[src/rtl/eth_udp_pkg.sv]
// Shared types for the UDP transmit path: the UDP/IP header record handed
// to the stack and the state encoding of the transmit arbiter.
package eth_udp_pkg;

  // Header fields in wire order, 144 bits in total.
  typedef struct packed {
    logic [5:0]  ip_dscp;
    logic [1:0]  ip_ecn;
    logic [7:0]  ip_ttl;
    logic [31:0] ip_source_ip;
    logic [31:0] ip_dest_ip;
    logic [15:0] source_port;
    logic [15:0] dest_port;
    logic [15:0] length;
    logic [15:0] checksum;
  } udp_hdr_t;

  localparam int UDP_HDR_W = $bits(udp_hdr_t);

  // Arbiter FSM: IDLE picks a winner, HDR forwards the header,
  // PAYLOAD passes beats through until tlast.
  typedef enum logic [1:0] {
    IDLE    = 2'd0,
    HDR     = 2'd1,
    PAYLOAD = 2'd2
  } udp_arb_state_t;

endpackage

[src/rtl/udp_tx_arbiter_if.sv]
// Bundle of the requester-side and stack-side header/payload signals of the
// UDP transmit arbiter.
//
// Handshake rule for every channel here (hdr and payload, both sides): a
// transfer happens on a rising clk edge where valid and ready are both high;
// ready may depend combinationally on valid, a source keeps its data stable
// while valid is high and not yet accepted.
interface udp_tx_arbiter_if #(
  parameter int NUM_PORTS   = 2,
  parameter int TUSER_WIDTH = 1
);
  import eth_udp_pkg::*;

  // Requester side, one lane per port.
  logic [NUM_PORTS-1:0]                  s_hdr_valid;
  logic [NUM_PORTS-1:0]                  s_hdr_ready;
  udp_hdr_t [NUM_PORTS-1:0]              s_hdr;
  logic [NUM_PORTS-1:0][7:0]             s_tdata;
  logic [NUM_PORTS-1:0]                  s_tvalid;
  logic [NUM_PORTS-1:0]                  s_tlast;
  logic [NUM_PORTS-1:0][TUSER_WIDTH-1:0] s_tuser;
  logic [NUM_PORTS-1:0]                  s_tready;

  // Stack side, single shared lane.
  logic                   m_hdr_valid;
  logic                   m_hdr_ready;
  udp_hdr_t               m_hdr;
  logic [7:0]             m_tdata;
  logic                   m_tvalid;
  logic                   m_tlast;
  logic [TUSER_WIDTH-1:0] m_tuser;
  logic                   m_tready;

  // View of the arbiter itself.
  modport slave (
    input  s_hdr_valid, s_hdr, s_tdata, s_tvalid, s_tlast, s_tuser,
    input  m_hdr_ready, m_tready,
    output s_hdr_ready, s_tready,
    output m_hdr_valid, m_hdr, m_tdata, m_tvalid, m_tlast, m_tuser
  );

  // View of the surroundings (requesters plus stack).
  modport master (
    output s_hdr_valid, s_hdr, s_tdata, s_tvalid, s_tlast, s_tuser,
    output m_hdr_ready, m_tready,
    input  s_hdr_ready, s_tready,
    input  m_hdr_valid, m_hdr, m_tdata, m_tvalid, m_tlast, m_tuser
  );

endinterface

[src/rtl/udp_tx_arbiter_rr.sv]
// Combinational round-robin picker. The search starts at the port after
// `last` and wraps, so the most recent winner has the lowest priority.
// gnt is one-hot (zero when nothing requests); gnt_idx is its index.
module rr_arbiter #(
  parameter int NUM_PORTS = 2
) (
  input  logic [NUM_PORTS-1:0]         req,
  input  logic [$clog2(NUM_PORTS)-1:0] last,
  output logic [NUM_PORTS-1:0]         gnt,
  output logic [$clog2(NUM_PORTS)-1:0] gnt_idx
);

  localparam int IDX_W = $clog2(NUM_PORTS);

  // Walk last+1 .. last+NUM_PORTS (mod NUM_PORTS), first requester wins.
  always_comb begin
    int   cand;
    logic found;
    gnt     = '0;
    gnt_idx = '0;
    found   = 1'b0;
    cand    = 0;
    for (int k = 1; k <= NUM_PORTS; k++) begin
      cand = int'(last) + k;
      if (cand >= NUM_PORTS) cand = cand - NUM_PORTS;
      if (!found && req[cand]) begin
        found     = 1'b1;
        gnt[cand] = 1'b1;
        gnt_idx   = IDX_W'(cand);
      end
    end
  end

endmodule

[src/rtl/udp_tx_arbiter.sv]
// Frame-level round-robin arbiter for the shared UDP transmit path.
// A winner's header is registered and offered to the stack, then its
// payload is passed straight through until tlast; only then is the path
// re-arbitrated. Frames are never cut short or interleaved.
module udp_tx_arbiter
  import eth_udp_pkg::*;
#(
  parameter int NUM_PORTS   = 2,
  parameter int TUSER_WIDTH = 1
) (
  input  logic                 clk,
  input  logic                 reset,
  udp_tx_arbiter_if.slave      bus,
  output logic [NUM_PORTS-1:0] grant,
  output logic                 busy,
  output udp_arb_state_t       state
);

  localparam int IDX_W = $clog2(NUM_PORTS);

  if (NUM_PORTS < 2) begin : g_bad_ports
    $error("udp_tx_arbiter needs NUM_PORTS >= 2");
  end

  udp_arb_state_t   state_q, state_d;
  logic [IDX_W-1:0] last_q;
  logic [IDX_W-1:0] owner_q;
  udp_hdr_t         hdr_q;

  logic [NUM_PORTS-1:0] arb_gnt;
  logic [IDX_W-1:0]     arb_idx;
  logic                 take_hdr;

  logic [NUM_PORTS-1:0]   s_hdr_ready;
  logic [NUM_PORTS-1:0]   s_tready;
  logic                   m_hdr_valid;
  logic [7:0]             m_tdata;
  logic                   m_tvalid;
  logic                   m_tlast;
  logic [TUSER_WIDTH-1:0] m_tuser;

  rr_arbiter #(
    .NUM_PORTS(NUM_PORTS)
  ) u_rr (
    .req     (bus.s_hdr_valid),
    .last    (last_q),
    .gnt     (arb_gnt),
    .gnt_idx (arb_idx)
  );

  // State, round-robin pointer, current owner and the header register.
  always_ff @(posedge clk) begin
    if (reset) begin
      state_q <= IDLE;
      last_q  <= IDX_W'(NUM_PORTS - 1);
      owner_q <= '0;
      hdr_q   <= '0;
    end else begin
      state_q <= state_d;
      if (take_hdr) begin
        last_q  <= arb_idx;
        owner_q <= arb_idx;
        hdr_q   <= bus.s_hdr[arb_idx];
      end
    end
  end

  // Next state plus every handshake output; the payload mux is transparent.
  always_comb begin
    state_d     = state_q;
    take_hdr    = 1'b0;
    s_hdr_ready = '0;
    s_tready    = '0;
    m_hdr_valid = 1'b0;
    m_tdata     = '0;
    m_tvalid    = 1'b0;
    m_tlast     = 1'b0;
    m_tuser     = '0;
    case (state_q)
      IDLE: begin
        // Gated by reset so no header is accepted while reset is held.
        if (!reset && (|bus.s_hdr_valid)) begin
          s_hdr_ready = arb_gnt;
          take_hdr    = 1'b1;
          state_d     = HDR;
        end
      end
      HDR: begin
        m_hdr_valid = 1'b1;
        if (bus.m_hdr_ready) state_d = PAYLOAD;
      end
      PAYLOAD: begin
        m_tdata           = bus.s_tdata[owner_q];
        m_tvalid          = bus.s_tvalid[owner_q];
        m_tlast           = bus.s_tlast[owner_q];
        m_tuser           = bus.s_tuser[owner_q];
        s_tready[owner_q] = bus.m_tready;
        if (m_tvalid && bus.m_tready && m_tlast) state_d = IDLE;
      end
      default: state_d = IDLE;
    endcase
  end

  // Owner as one-hot, empty while idle.
  always_comb begin
    grant = '0;
    if (state_q != IDLE) grant[owner_q] = 1'b1;
  end

  assign busy  = (state_q != IDLE);
  assign state = state_q;

  assign bus.s_hdr_ready = s_hdr_ready;
  assign bus.s_tready    = s_tready;
  assign bus.m_hdr_valid = m_hdr_valid;
  assign bus.m_hdr       = hdr_q;
  assign bus.m_tdata     = m_tdata;
  assign bus.m_tvalid    = m_tvalid;
  assign bus.m_tlast     = m_tlast;
  assign bus.m_tuser     = m_tuser;

endmodule

[src/flat_wrapper.sv]
// flat-port wrapper written by rule: the top's interface ports become plain ports
module udp_tx_arbiter_flat import eth_udp_pkg::*;
#(
  parameter int NUM_PORTS   = 2,
  parameter int TUSER_WIDTH = 1
)
  (clk, reset, grant, busy, state, bus_s_hdr_valid, bus_s_hdr, bus_s_tdata, bus_s_tvalid, bus_s_tlast, bus_s_tuser, bus_m_hdr_ready, bus_m_tready, bus_s_hdr_ready, bus_s_tready, bus_m_hdr_valid, bus_m_hdr, bus_m_tdata, bus_m_tvalid, bus_m_tlast, bus_m_tuser);
  udp_tx_arbiter_if #(.NUM_PORTS(NUM_PORTS), .TUSER_WIDTH(TUSER_WIDTH)) bus_i ();
  input  logic clk;
  input  logic reset;
  output logic [NUM_PORTS-1:0] grant;
  output logic busy;
  output udp_arb_state_t state;
  input wire logic [$bits(bus_i.s_hdr_valid)-1:0] bus_s_hdr_valid;
  input wire logic [$bits(bus_i.s_hdr)-1:0] bus_s_hdr;
  input wire logic [$bits(bus_i.s_tdata)-1:0] bus_s_tdata;
  input wire logic [$bits(bus_i.s_tvalid)-1:0] bus_s_tvalid;
  input wire logic [$bits(bus_i.s_tlast)-1:0] bus_s_tlast;
  input wire logic [$bits(bus_i.s_tuser)-1:0] bus_s_tuser;
  input wire logic [$bits(bus_i.m_hdr_ready)-1:0] bus_m_hdr_ready;
  input wire logic [$bits(bus_i.m_tready)-1:0] bus_m_tready;
  output wire logic [$bits(bus_i.s_hdr_ready)-1:0] bus_s_hdr_ready;
  output wire logic [$bits(bus_i.s_tready)-1:0] bus_s_tready;
  output wire logic [$bits(bus_i.m_hdr_valid)-1:0] bus_m_hdr_valid;
  output wire logic [$bits(bus_i.m_hdr)-1:0] bus_m_hdr;
  output wire logic [$bits(bus_i.m_tdata)-1:0] bus_m_tdata;
  output wire logic [$bits(bus_i.m_tvalid)-1:0] bus_m_tvalid;
  output wire logic [$bits(bus_i.m_tlast)-1:0] bus_m_tlast;
  output wire logic [$bits(bus_i.m_tuser)-1:0] bus_m_tuser;
  assign bus_i.s_hdr_valid = bus_s_hdr_valid;
  assign bus_i.s_hdr = bus_s_hdr;
  assign bus_i.s_tdata = bus_s_tdata;
  assign bus_i.s_tvalid = bus_s_tvalid;
  assign bus_i.s_tlast = bus_s_tlast;
  assign bus_i.s_tuser = bus_s_tuser;
  assign bus_i.m_hdr_ready = bus_m_hdr_ready;
  assign bus_i.m_tready = bus_m_tready;
  assign bus_s_hdr_ready = bus_i.s_hdr_ready;
  assign bus_s_tready = bus_i.s_tready;
  assign bus_m_hdr_valid = bus_i.m_hdr_valid;
  assign bus_m_hdr = bus_i.m_hdr;
  assign bus_m_tdata = bus_i.m_tdata;
  assign bus_m_tvalid = bus_i.m_tvalid;
  assign bus_m_tlast = bus_i.m_tlast;
  assign bus_m_tuser = bus_i.m_tuser;
  udp_tx_arbiter #(.NUM_PORTS(NUM_PORTS), .TUSER_WIDTH(TUSER_WIDTH)) u_core (.clk(clk), .reset(reset), .bus(bus_i), .grant(grant), .busy(busy), .state(state));
endmodule
[config.mk]
export PLATFORM = sky130hd
export DESIGN_NAME = udp_tx_arbiter_flat
export DESIGN_NICKNAME = d
export VERILOG_FILES = /design/src/rtl/eth_udp_pkg.sv /design/src/rtl/udp_tx_arbiter_if.sv /design/src/rtl/udp_tx_arbiter_rr.sv /design/src/rtl/udp_tx_arbiter.sv /design/src/flat_wrapper.sv
export SDC_FILE = /design/constraint.sdc
export NUM_CORES = 1
export LEC_CHECK = 0
export ABC_AREA = 1
export BUFFER_PORTS_ARGS = -buffer_cell sky130_fd_sc_hd__buf_2
export CORE_AREA = 2 2 187 189
export DETAILED_ROUTE_END_ITERATION = 16
export DIE_AREA = 0 0 189 191
export PLACE_DENSITY_LB_ADDON = 0.08
export SYNTH_ARGS = -nofsm -noshare
export SYNTH_HDL_FRONTEND = slang
export SYNTH_SLANG_ARGS = --single-unit
[constraint.sdc]
create_clock -name clk -period 2 [get_ports clk]
set_input_delay 0.5 -clock clk [delete_from_list [all_inputs] [get_ports clk]]
set_output_delay 0.5 -clock clk [all_outputs]
set_load 0.1 [all_outputs]
==> results of run 1 <==
[worst reg2reg max path: stages (launching register included)]
cell and delay [ps]:
dfxtp_4 370, nor2_4 160, nand2_4 90, inv_8 70, buf_4 120, buf_4 250, buf_4 210, nand2_1 60
nor2_1 140, nor2_1 50
[state kept, by name (all words and copies together) (netlist names)]
name and cells:
u_core.bus.m_hdr 144, u_core.last_q 1, u_core.owner_q 1, u_core.state 2
[routing by layer]
| metal | track usage (%) | vias up | routed length (µm) | part of all wire, % |
|---|---|---|---|---|
| met5 | 0 | - | 27 | 0.082 |
| met4 | 4.597 | 4 | 344 | 1.0 |
| met3 | 6.848 | 20 | 3168 | 9.7 |
| met2 | 30.57 | 336 | 15910 | 48 |
| met1 | 19.95 | 4016 | 13370 | 41 |
| li1 | - | 5052 | - | - |
[cell type report]
| class | instances | share of cell area, % |
|---|---|---|
| Antenna cell | 3 | 0.06211 |
| Clock buffer | 23 | 4.037 |
| Clock inverter | 9 | 0.8385 |
| Inverter | 173 | 5.600 |
| Multi-Input combinational cell | 1003 | 34.38 |
| Sequential cell | 148 | 24.58 |
| Tap cell | 455 | 4.710 |
| Timing Repair Buffer | 518 | 25.72 |
| Timing Repair inverter | 1 | 0.07246 |
[cells in the final DEF, fill, tap and decap left out, types with 3 or more instances in the layout]
cell type | Yosys | layout
buf_2 | 37 | 461
inv_1 | 170 | 166
nand2_4 | 0 | 4
buf_4 | 6 | 26
nor2_2 | 1 | 4
clkinvlp_4 | 0 | 3
dfxtp_1 | 148 | 146
clkbuf_8 | 0 | 4
nor2_1 | 246 | 241
nand2_1 | 608 | 603
a21oi_1 | 77 | 66
diode_2 | 0 | 3
clkinv_2 | 0 | 5
nand3_1 | 65 | 65
buf_12 | 0 | 29
a21oi_4 | 0 | 11
clkbuf_16 | 0 | 17
[power groups by stage]
| stage | Sequential [mW] | Combinational (mW) | Clock (mW) |
|---|---|---|---|
| 2_1_floorplan | 6.15 | 1.39 | 0 |
| 3_3_place_gp | 3.56 | 5.21 | 0 |
| 3_5_place_dp | 3.57 | 5.21 | 0 |
| 4_1_cts | 3.51 | 5.24 | 3.40 |
| 5_1_grt | 3.55 | 5.53 | 3.51 |
| 6_report | 3.51 | 5.19 | 3.27 |
[repair_timing]
item / in CTS / in global routing
hold endpoints to repair: 0 / 0
pin swaps: 2 / 2
setup endpoints to repair: 17 / 17
gates resized for setup: 11 / 8
cloned: 1 / 0
setup buffers: 1 / 2
[per-stage QoR]
stage | setup WS [ps] | TNS, ps | cell area, µm² | utilization (%) | hold WS, ps
2_1_floorplan | -149.5 | -1381 | 8190 | - | 427.3
3_3_place_gp | 98.66 | 0 | 11400 | 33.43 | 449.5
3_5_place_dp | 82.52 | 0 | 11400 | 33.43 | 453.2
4_1_cts | -91.97 | -1089 | 12040 | 35.28 | 291.6
5_1_grt | -124.6 | -1117 | 12080 | 35.41 | 359.4
6_report | -33.54 | -225.0 | 12090 | 35.43 | 332.2
[cell families after synthesis]
| kind of cell | Yosys count | synth area share, % |
|---|---|---|
| buf+inv | 261 | 13.25 |
| simple gates | 923 | 44.57 |
| compound gates | 80 | 5.022 |
| flops | 148 | 37.16 |
[worst paths after layout]
kind	cells after the start	endpoint	slack, ps	startpoint
setup reg to reg	9	u_core.bus.m_hdr[122]	380	u_core.state[1]
setup / recovery	5	bus_s_tready[1]	-30	u_core.state[1]
hold / removal	3	u_core.state[1]	330	bus_m_hdr_ready
hold reg to reg	2	u_core.bus.m_hdr[26]	460	u_core.bus.m_hdr[26]
[synth_stat cells]
cell,number
nand2_1,608
nor2_1,246
inv_1,170
dfxtp_1,148
a21oi_1,77
nand3_1,65
clkbuf_1,38
buf_2,37
buf_1,6
buf_4,6
inv_2,3
nor3_1,2
o21ai_0,2
buf_6,1
nand2_2,1
nor2_2,1
o21ai_1,1
==> metrics.txt, run 1 <==
status finished, violations left; failing checks setup timing; Max Cap Viol 0; leak pwr 6.854 nW; ranking of synthesized cells by area dfxtp_1, nand2_1, nor2_1, inv_1, a21oi_1; internal power 6.362 mW; Worst-Skew Late Latency 430 ps; DP Cell Count 2294; register area share after synthesis 37.16%; H-tree depth 4; final setup vio count 13; Final ANT Viol Nets 0; fin. max-slew vios 0; hold crit path type in -> reg; Area Overhead vs Synth 51.60%; syn_area_per_cell 5.646 µm²; Slew headroom 48.57%; WP buf/inv 3; CP max FO 7; Core ar. 34120 µm²; multi-input logic area 4155 µm²; CP startpoint kind register; post-layout worst setup margin -33.54 ps; syn_nets 1728; Worst Setup End Kind output port; count of buffers from port buffering 480; Req. time, crit path 1500 ps; Logic pwr share 43.4%; DRT Pass-1 Iters 4; DR iter-0 viols 336; ordered cell list for the critical path inv_4 -> nor2_4 -> inv_8 -> nor3_4 -> buf_12; vias 9428; Tcrit/Tclk final 101.7%; Tot GR Track Use 17.54%; critical path's top delay family flip-flops; Mapped Area 7973 µm²; max frequency 491.8 MHz; drt drc 0; GRT overflow 0; per-cell via count in the routed design 4.041; Psw 5.602 mW; Peak VDD IR 0.5465 mV; FF+latch count, synth 148; CP peak stage delay 380 ps; pwr dens 989.9 nW/µm²; largest net degree at the start of global routing 91; first-pass GRT wire length 49.00 mm; min Tclk post-route 2034 ps; Starting Density 23.37%; Die ar. 36100 µm²; CTS buffer count 17; vias in the first global route 8883; Die Wd 189 µm; CTS root buf clkbuf_16; initial antenna violation count 5; TritonCTS Sinks 148; # fillers 3935; post-DP HPWL 24.27 mm; switching share of total power 46.82%; FF+latch area 2970 µm²; Setup Crit Path Kind reg -> out; Clock Pin Slew Worst Setup and Hold Paths 60 ps; Mapped Cells 1412; Slowest cell on crit path dfxtp_4; worst slew pin tran 771.5 ps; critical path data arrival time 1530 ps; routed len/inst 14.07 µm; GP Congestion 0.8125; Synth Warn # 0; final net count 2178; total power 11.96 mW; die height 191 µm; skew final 12.54 ps; largest area contributor in the netlist dfxtp_1; final cell count without fillers 2333; final hold vios 0; Ports 481; CTS Buffer Depth 2; top-area cell type share of the netlist area 37.16%; count of different cell masters after synthesis 17; Total Routed Length 32.82 mm; Rows 68; Clk network pwr share 27.3%; layout cells sized above 1 31.09%; sequential share of power 29.3%; unrepaired setup endpoints after global routing true; CTS tree built; Hold-fix buffers, CTS 0
Note: power is estimated with default switching activity, not from simulation.
==> run 2: changes to the inputs <==
--- a/config.mk
+++ b/config.mk
@@ -6,10 +6,10 @@
 export NUM_CORES = 1
 export LEC_CHECK = 0
 export ABC_AREA = 1
-export BUFFER_PORTS_ARGS = -buffer_cell sky130_fd_sc_hd__buf_2
 export CORE_AREA = 2 2 187 189
 export DETAILED_ROUTE_END_ITERATION = 16
 export DIE_AREA = 0 0 189 191
+export DONT_BUFFER_PORTS = 1
 export PLACE_DENSITY_LB_ADDON = 0.08
 export SYNTH_ARGS = -nofsm -noshare
 export SYNTH_HDL_FRONTEND = slang
==> run 2 against run 1 <==
The flow still finishes with violations (setup timing). First-iteration DRC count grew 3.6%. Routed wire length shrank 9.2%. Sequential power fell by 2%. Highest routed layer is now met4.
==> metrics.txt, run 2 (synthesis results as in run 1) <==
Hold-fix buffers, CTS 0; Die Wd 189 µm; post-DP HPWL 21.68 mm; worst setup path start u_core.state[1]; Final ANT Viol Nets 0; CTS tree built; initial antenna violation count 0; Ports 481; multi-input logic area 4158 µm²; H-tree depth 4; TritonCTS Sinks 148; largest net degree at the start of global routing 145; Rows 68; Core ar. 34120 µm²; Slew headroom 46.33%; most frequent cells in the layout nand2_1, nor2_1, inv_1; total power 11.64 mW; final net count 1846; max frequency 494.3 MHz; vias in the first global route 7867; WHS 137.8 ps; Area Overhead vs Synth 34.06%; Worst Setup End Kind output port; per-cell via count in the routed design 4.152; Peak VDD IR 0.5169 mV; final hold vios 0; final setup vio count 5; worst slew pin tran 805.1 ps; status finished, violations left; # fillers 3876; drt drc 0; Die ar. 36100 µm²; CTS buffer count 17; CTS root buf clkbuf_16; count of buffers from port buffering 0; CP max FO 7; leak pwr 5.539 nW; Starting Density 23.37%; Clock Pin Slew Worst Setup and Hold Paths 60 ps; layout cells sized above 1 16.29%; Setup Crit Path Kind reg -> out; Tot GR Track Use 16.11%; CP startpoint kind register; vias 8287; routed len/inst 14.93 µm; DR iter-0 viols 348; pwr dens 1089 nW/µm²; unrepaired setup endpoints after global routing true; Setup crit end bus_s_tready[1]; final cell count without fillers 1996; DRT Pass-1 Iters 4; min Tclk post-route 2023 ps; r2r setup slk 470 ps; Tcrit/Tclk final 101.2%; Total Routed Length 29.79 mm; die height 191 µm; CTS Buffer Depth 2; Worst-Skew Late Latency 440 ps; Core Util, Final 31.33%; n_diodes 0; hold crit path type in -> reg; Largest register FFs 144; first-pass GRT wire length 44.32 mm; Req. time, crit path 1500 ps; FF+latch area 2970 µm²; skew final 13.84 ps; critical path data arrival time 1520 ps; most common cell after layout, fill and taps aside nand2_1; fin. max-slew vios 0; GP Congestion 0.7675; failing checks setup timing; GRT overflow 0; reg2reg end u_core.bus.m_hdr[56]; reg2reg start u_core.state[0]; setup TNS -38.42 ps; Max Cap Viol 0; FF-to-FF path depth 6; DP Cell Count 1963; post-layout worst setup margin -23.14 ps
==> run 2: cell types whose count changed in the layout (fill, tap and decap cells not counted), sizes merged <==
| cell | before | now |
|---|---|---|
| bufinv | 2 | 1 |
| clkinvlp | 3 | 5 |
| diode | 3 | 0 |
| buf | 518 | 185 |
| clkbuf | 23 | 24 |
| clkinv | 6 | 3 |
==> run 2: repair_timing <==
action / in CTS / in global routing
cloned: 1 / 1
gates resized for setup: 8 / 11
buffers inserted: 1 / 0
pin swaps: 2 / 2
endpoints found under the setup margin: 15 / 16
==> run 2: metal layers <==
metal  track usage (%)  vias to the layer above  share of wire [%]
li1                  -                     4390                  -
met1             18.42                     3534                 41
met3             6.628                       27                 10
met4             4.718                        0                1.7
met5                 0                        -                  0
met2             27.49                      336                 47
==> run 2: area by class of cell <==
| class | instances | share of cell area, % |
|---|---|---|
| Clock buffer | 23 | 4.566 |
| Clock inverter | 7 | 0.7024 |
| Inverter | 173 | 6.333 |
| Multi-Input combinational cell | 1003 | 38.90 |
| Sequential cell | 148 | 27.79 |
| Tap cell | 455 | 5.327 |
| Timing Repair Buffer | 186 | 16.30 |
| Timing Repair inverter | 1 | 0.08195 |
==> run 2: worst max-delay path, cell delays in order (launching register included) <==
cell	delay, ps
dfxtp_4	370
inv_4	40
nor2_4	220
inv_8	100
nor3_4	170
buf_12	200
==> run 2: through the flow <==
| stage | setup slack (ps) | cell area [µm²] |
|---|---|---|
| 3_5_place_dp | 232.6 | 10030 |
| 4_1_cts | -86.21 | 10630 |
| 3_3_place_gp | 199.5 | 10030 |
| 2_1_floorplan | -149.5 | 8190 |
| 6_report | -23.14 | 10690 |
| 5_1_grt | -100.2 | 10690 |
==> run 2: power breakdown <==
part           total, mW  switching (mW)  internal (mW)
registers           3.43           0.116           3.31
logic               5.10            4.06           1.04
clock network       3.11            1.28           1.83
total               11.6            5.45           6.19
==> run 2: worst min path at each step <==
stage,end,slack (ps),cells after the start,startpoint
floorplan,u_core.last_q,430,2,u_core.last_q
finish,u_core.bus.m_hdr[43],140,1,reset
global route,u_core.bus.m_hdr[36],100,1,reset
CTS,u_core.bus.m_hdr[34],100,1,reset
global placement,u_core.bus.m_hdr[128],450,2,u_core.bus.m_hdr[128]
detailed placement,u_core.bus.m_hdr[20],450,2,u_core.bus.m_hdr[20]
==> run 3: changes to the inputs <==
--- a/config.mk
+++ b/config.mk
@@ -6,7 +6,7 @@
 export NUM_CORES = 1
 export LEC_CHECK = 0
 export ABC_AREA = 1
-export CORE_AREA = 2 2 187 189
+export CORE_AREA = 10 10 179 181
 export DETAILED_ROUTE_END_ITERATION = 16
 export DIE_AREA = 0 0 189 191
 export DONT_BUFFER_PORTS = 1
==> constraint.sdc (replaced) <==
create_clock -name clk -period 2 [get_ports clk]
set_input_delay 0.2 -clock clk [delete_from_list [all_inputs] [get_ports clk]]
set_output_delay 0.2 -clock clk [all_outputs]
set_load 0.1 [all_outputs]
==> run 3 against run 2 <==
The run now ends clean. Largest cell class unchanged. Largest power group unchanged. Clock-buffer cell count down 5. Routed wire length up 19%. Final area up 10%.
==> metrics.txt, run 3 (synthesis results as in run 1) <==
status finished, final reports clean; CTS root buf clkbuf_16; Ports 481; Worst Setup End Kind output port; leak pwr 6.043 nW; hold crit path type in -> reg; Core ar. 28470 µm²; H-tree depth 4; CP max FO 7; Total Routed Length 35.43 mm; first-pass GRT wire length 51.44 mm; Die ar. 36100 µm²; Slew headroom 69.45%; max frequency 509.9 MHz; placed cell area 9982 µm²; Largest register FFs 144; worst slew pin tran 458.2 ps; CTS Buffer Depth 2; sequential share of power 28.2%; layout cells sized above 1 15.66%; min Tclk post-route 1961 ps; final hold vios 0; CP startpoint kind register; Tcrit/Tclk final 98.05%; fin. max-slew vios 0; CTS buffer count 17; final net count 1953; largest net degree at the start of global routing 145; final cell count without fillers 2032; n_diodes 0; Req. time, crit path 1800 ps; Rows 62; unrepaired setup endpoints after global routing true; Peak VDD IR 0.4364 mV; switching share of total power 46.37%; routed len/inst 17.44 µm; initial antenna violation count 0; setup TNS 0 ps; Die Wd 189 µm; Final ANT Viol Nets 0; Starting Density 28.00%; DP Cell Count 1899; skew final 11.76 ps; internal power 6.520 mW; count of buffers from port buffering 0; Tot GR Track Use 18.30%; pwr dens 1034 nW/µm²; most frequent cells in the layout nand2_1, nor2_1, inv_1; CTS tree built; r2r setup slk 100 ps; fin area 11760 µm²; Logic pwr share 44.4%; vias in the first global route 8669; GRT overflow 0; DRT Pass-1 Iters 6; Psw 5.637 mW; Max Cap Viol 0; vias 8845; drt drc 0; post-DP HPWL 25.98 mm; Clock Pin Slew Worst Setup and Hold Paths 60 ps; TritonCTS Sinks 148; Clk network pwr share 27.4%; per-cell via count in the routed design 4.353; die height 191 µm; hold path depth 4; DR iter-0 viols 410; Setup Crit Path Kind reg -> out; Worst-Skew Late Latency 430 ps; most common cell after layout, fill and taps aside nand2_1; Area Overhead vs Synth 47.50%; final setup vio count 0; GP Congestion 0.8513; critical path data arrival time 1760 ps; FF-to-FF path depth 8
run 3: cell types whose count changed in the layout (fill, tap and decap cells not counted), moves of 3 or more:
cell and change:
buf_4 +5, buf_16 +3, nand2_4 -4, clkbuf_8 -3
nand2_1 +4, dlygate4sd3_1 +97, inv_6 +4
run 3: final cells by class:
class	count	area [µm²]
Multi-Input combinational cell	1003	4131
Fill cell	3106	16710
Timing Repair Buffer	293	2888
Clock buffer	18	439.2
Sequential cell	148	2970
Tap cell	384	480.5
Clock inverter	12	156.4
Timing Repair inverter	1	8.758
Inverter	173	685.7
run 3: routing by layer:
layer | up-vias | share of wire, % | track usage [%]
met2 | 341 | 49 | 32.36
li1 | 4609 | - | -
met1 | 3870 | 39 | 19.56
met5 | - | 0 | 0
met4 | 0 | 1.5 | 5.006
met3 | 25 | 9.9 | 7.853
run 3: final timing paths:
kind                         from               endpoint
min reg2reg  u_core.bus.m_hdr[12]   u_core.bus.m_hdr[12]
max               u_core.state[1]        bus_s_tready[1]
min                bus_s_hdr[199]   u_core.bus.m_hdr[55]
max reg2reg       u_core.state[0]  u_core.bus.m_hdr[143]
run 3: per-stage QoR:
stage               utilization [%]  hold slack [ps]  power (mW)  worst slack [ps]
floorplan                         -            338.7       7.526             105.6
finish                        41.31            10.29       12.16             39.01
global placement              35.06            276.8       8.648             262.0
global route                  41.31            2.187       12.77            -47.15
CTS                           40.77           0.2535       12.25            -1.538
detailed placement            35.06            277.3       8.669             280.6
run 3: critical path, cell delays in order (launching register included):
cell	delay (ps)
dfxtp_4	370
buf_12	190
inv_6	40
nor2_4	130
inv_4	60
buf_12	150
nor3_4	190
buf_12	200
run 3: what timing repair did:
action	4_1_cts	5_1_grt
pin swaps	0	2
hold buffers	98	0
resized for setup	8	17
buffers inserted	0	1
endpoints found under the hold margin	120	0
cloned	0	4
setup endpoints to repair	15	19
run 3: power groups by stage:
stage | registers (mW) | clock network (mW) | logic (mW)
3_3_place_gp | 3.48 | 0 | 5.17
6_report | 3.43 | 3.33 | 5.40
5_1_grt | 3.46 | 3.57 | 5.74
3_5_place_dp | 3.49 | 0 | 5.18
4_1_cts | 3.43 | 3.44 | 5.39
2_1_floorplan | 6.15 | 0 | 1.37
